==> config.mk <==
export PLATFORM = sky130hd
export DESIGN_NAME = interval_timer
export DESIGN_NICKNAME = d
export VERILOG_FILES = /design/src/rtl/timer_pkg.sv /design/src/rtl/interval_timer.sv
export SDC_FILE = /design/constraint.sdc
export NUM_CORES = 1
export LEC_CHECK = 0
export ABC_AREA = 0
export CAP_MARGIN = 0
export CORE_ASPECT_RATIO = 1.75
export CORE_MARGIN = 4
export CORE_UTILIZATION = 40
export DETAILED_ROUTE_END_ITERATION = 10
export RECOVER_POWER = 25
export SLEW_MARGIN = 40
export SYNTH_ARGS = -nofsm -noshare
export SYNTH_HDL_FRONTEND = slang
export SYNTH_SLANG_ARGS = --single-unit
==> constraint.sdc <==
create_clock -name clk25 -period 5 [get_ports clk25]
set_input_delay 0.75 -clock clk25 [delete_from_list [all_inputs] [get_ports clk25]]
set_output_delay 0.75 -clock clk25 [all_outputs]
set_load 0.01 [all_outputs]
==> src/rtl/timer_pkg.sv <==
// Shared constants for the interval timer: register map,
// CTRL bit positions and FSM state encoding.
package timer_pkg;

  localparam logic [1:0] REG_CNT_LO = 2'd0;
  localparam logic [1:0] REG_CNT_HI = 2'd1;
  localparam logic [1:0] REG_CTRL   = 2'd2;
  localparam logic [1:0] REG_STATUS = 2'd3;

  localparam int FREERUN = 0;
  localparam int IRQ_EN  = 1;

  typedef enum logic {
    IDLE = 1'b0,
    RUN  = 1'b1
  } state_t;

endpackage

==> src/rtl/interval_timer.sv <==
// 16-bit down-counting interval timer with reload latch,
// atomic LO/HI counter read and level interrupt.
module interval_timer
  import timer_pkg::*;
#(
  parameter logic [15:0] RESET_LATCH = 16'hFFFF
) (
  input  logic       clk25,
  input  logic       rst,
  input  logic       cpu_clken,
  input  logic       cs,
  input  logic       we,
  input  logic [1:0] addr,
  input  logic [7:0] din,
  output logic [7:0] dout,
  output logic       irq
);

  logic [15:0] r_latch;
  logic [15:0] r_cnt;
  logic [7:0]  r_hi_hold;
  logic [1:0]  r_ctrl;
  logic        r_flag;
  state_t      r_state;
  logic [7:0]  r_dout;

  logic w_wr;
  logic w_rd;
  logic w_uflow;
  logic w_clr;

  assign w_wr    = cs & cpu_clken & we;
  assign w_rd    = cs & cpu_clken & ~we;
  assign w_uflow = cpu_clken & (r_state == RUN)
                 & (r_cnt == 16'd0);
  assign w_clr   = w_wr & (addr == REG_STATUS) & din[0];

  always_ff @(posedge clk25) begin
    if (rst) begin
      r_latch   <= RESET_LATCH;
      r_cnt     <= RESET_LATCH;
      r_hi_hold <= 8'h00;
      r_ctrl    <= 2'b00;
      r_flag    <= 1'b0;
      r_state   <= IDLE;
      r_dout    <= 8'h00;
    end else if (cpu_clken) begin
      if (r_state == RUN) begin
        if (r_cnt == 16'd0) begin
          if (r_ctrl[FREERUN]) r_cnt <= r_latch;
          else r_state <= IDLE;
        end else begin
          r_cnt <= r_cnt - 16'd1;
        end
      end

      // set beats clear; a CNT_HI write below overrides both
      if (w_uflow) r_flag <= 1'b1;
      else if (w_clr) r_flag <= 1'b0;

      if (w_wr) begin
        case (addr)
          REG_CNT_LO: r_latch[7:0] <= din;
          REG_CNT_HI: begin
            r_latch[15:8] <= din;
            r_cnt         <= {din, r_latch[7:0]};
            r_flag        <= 1'b0;
            r_state       <= RUN;
          end
          REG_CTRL:   r_ctrl <= din[1:0];
          REG_STATUS: ;
          default:    ;
        endcase
      end

      if (w_rd) begin
        case (addr)
          REG_CNT_LO: begin
            r_dout    <= r_cnt[7:0];
            r_hi_hold <= r_cnt[15:8];
          end
          REG_CNT_HI: r_dout <= r_hi_hold;
          REG_CTRL:   r_dout <= {6'b0, r_ctrl};
          REG_STATUS: r_dout <= {(r_state == RUN), 6'b0, r_flag};
          default:    r_dout <= 8'h00;
        endcase
      end
    end
  end

  assign dout = r_dout;
  assign irq  = r_flag & r_ctrl[IRQ_EN];

endmodule
==> impl_metrics.toml <==
[final_layout]
mostFrequentLayoutCells = "53 x nand2_1, 52 x dfxtp_1, 29 x a21oi_1"
diodes = 0
num-nets-final = 389
final_common_cell = "nand2_1"
drive_above_1_share_pct = 5.63
fin_cells = 457
area_growth_pct = 14.7
fill_cells = 678

[synthesis]
synth_edf_count = 0
synthesis.nets = 378
ys.warnings.count = 0
netlist_area_um2 = 2830
postSynthRegisterBits = 52
syn-mean-instance-area_um2 = 7.84
synth_cells = 361
async_flop_share_pct = 0
synth_cell_types = 57
synth_ff_type = "dfxtp_1"
synth_seq_area_share_pct = 36.8

[min_path]
hp-class = "register to register"
min_from = "r_latch[8]$_SDFFE_PP1P_"

[pwr]
ir_drop_mv = 0.151
power_per_cell_area_nw_per_um2 = 271
p_leak_nw = 1.21

[floorplanning]
io_pins = 24
start_util_pct = 41.3
die_height_um = 119
fp.dieW_um = 71.6
core_area_um2 = 6860
die_area_um2 = 8540
rows = 40

[route]
wirelength_um = 8700
ant_nets = 0
first_pass_iters = 4
drt-initial-drc-count = 241
drc = 0
wl_per_cell_um = 19.0
vias = 2799
viasPerCell = 6.12

[critical_path]
cp-end-kind = "register"
start_kind = "input pin"
crit_path_start = "cpu_clken"
crit_path_max_incr_delay_ps = 1070
cp.arrival_ps = 3240
critPathSlowestCell = "dlygate4sd3_1"
r2r-start = "r_cnt[0]$_SDFFE_PP1P_"
critPathKind = "input pin to register"
crit_required_ps = 5230
path_cells = "dlygate4sd3_1 -> nand3_1 -> nor2_1 -> buf_4 -> a21oi_1 -> a31o_1 -> a32oi_1"
crit_fanout = 21

[sta]
final.setup_skew_ps = 9.01
hold_viol = 0
final.period_utilization_pct = 60.3
slew_violations = 0
finalSetupViolCount = 0
slew_headroom_pct = 44.8
max_freq_mhz = 332
fin_crit_ps = 3020
rsz0062_at_grt = "no"
worst_pin_slew_ps = 826
tns_ps = 0

[cts]
hold_buffers = 0
clock-root-buffer = "clkbuf_16"
cts_tree = "built"
cts.repair.resized = 0
insertion_delay_ps = 300
clockBufferDepth = 2
h-tree-depth = 2
cts.sinks = 52
clkTransAtPathRegs_ps = 70
post_cts_buffers = 0
cts_buffers = 5

[placed_design]
dp_hpwl_um = 6420
place_congestion = 0.921
place_inst = 449
io_buffers = 23

[global_route]
grt_pass1_vias = 2783
grt_antenna_before_repair = 0
grt_overflow = 0
grt_usage_pct = 21.1
grt_pass1_wl_um = 14000
grt_start_max_net_pins = 22

[job]
cap_violations = 0

[status]
status = "finished clean"
per-layer routing:
layer  track usage (%)  vias up  wire, µm
met3              4.14       39       460
li1                  -     1345         -
met4              14.8        0       544
met5                 0        -         0
met1              23.3     1323      3260
met2              35.3       92      4430
area by class of cell:
class,count,area (µm²),share of cell area (%)
well taps,84,105,3.24
flip-flops and latches,52,1040,32.0
clock inverters,2,10.0,0.308
clock buffers,6,139,4.28
multi-input cells,274,1650,50.8
repair buffers,26,253,7.78
inverters,13,48.8,1.50
through the flow:
step	setup WS, ps	power (mW)	util [%]	cell area [µm²]	hold WS, ps
4_1_cts	1910	0.890	47.4	3250	442
3_5_place_dp	1610	0.535	45.2	3100	433
5_1_grt	1800	0.910	47.4	3250	473
6_report	1980	0.879	47.4	3250	438
2_1_floorplan	3000	0.498	-	2830	418
3_3_place_gp	1630	0.534	45.1	3090	429
state kept, by name, summed over array words and instances, names as in the netlist:
register / cells
r_cnt: 16
dout: 8
r_hi_hold: 8
r_state: 1
r_ctrl: 2
r_flag: 1
r_latch: 16
critical path: cells and delay by family:
kind / cells / cell delay [ps]
compound gates: 3 / 560
buf+inv: 2 / 1290
simple gates: 2 / 620
worst paths after layout:
kind,slack (ps),to,cells past startpoint
worst max-delay path,1980,r_cnt[11]$_SDFFE_PP1P_,7
worst min-delay path,440,r_latch[8]$_SDFFE_PP1P_,2
worst max register to register,2460,r_cnt[11]$_SDFFE_PP1P_,7
worst min register to register,440,r_latch[8]$_SDFFE_PP1P_,2
power by group:
group / internal (mW) / total (mW) / switching (mW)
clock: 0.198 / 0.354 / 0.156
combinational: 0.0353 / 0.0848 / 0.0495
sequential: 0.425 / 0.440 / 0.0152
cells in the mapped netlist (2+ instances only):
| library cell | n | area [µm²] |
|---|---|---|
| a2111oi_0 | 2 | 17.5 |
| a21o_1 | 2 | 15.0 |
| a21oi_1 | 29 | 145 |
| a221oi_1 | 2 | 17.5 |
| a22oi_1 | 3 | 22.5 |
| a31o_1 | 2 | 17.5 |
| a31oi_1 | 6 | 37.5 |
| a32oi_1 | 2 | 17.5 |
| and2_1 | 5 | 31.3 |
| and3_1 | 3 | 18.8 |
| buf_1 | 2 | 7.51 |
| buf_2 | 2 | 10.0 |
| clkbuf_1 | 16 | 60.1 |
| dfxtp_1 | 52 | 1040 |
| ha_1 | 2 | 25.0 |
| inv_1 | 13 | 48.8 |
| mux2_2 | 3 | 33.8 |
| mux2i_1 | 16 | 160 |
| nand2_1 | 53 | 199 |
| nand2b_1 | 3 | 18.8 |
| nand3_1 | 19 | 95.1 |
| nand4_1 | 5 | 31.3 |
| nand4b_1 | 2 | 17.5 |
| nor2_1 | 24 | 90.1 |
| nor2b_1 | 3 | 18.8 |
| nor3_1 | 18 | 90.1 |
| nor3b_1 | 3 | 22.5 |
| nor4_1 | 3 | 18.8 |
| nor4_4 | 2 | 42.5 |
| o211ai_1 | 4 | 30.0 |
| o21ai_0 | 17 | 85.1 |
| o221ai_1 | 6 | 52.6 |
| o22ai_1 | 4 | 25.0 |
| o31a_1 | 3 | 26.3 |
| o31ai_1 | 4 | 30.0 |
| or2_2 | 2 | 12.5 |
| or3_1 | 4 | 25.0 |
cell families after synthesis:
group,count (synthesis),share of synthesized area (%)
fa+ha+maj,2,0.884
xor+xnor,1,0.309
buf+inv,35,5.13
compound gates,96,22.1
flops,52,36.8
simple gates,156,27.9
mux,19,6.85
Power figures use the tool's default switching activity.
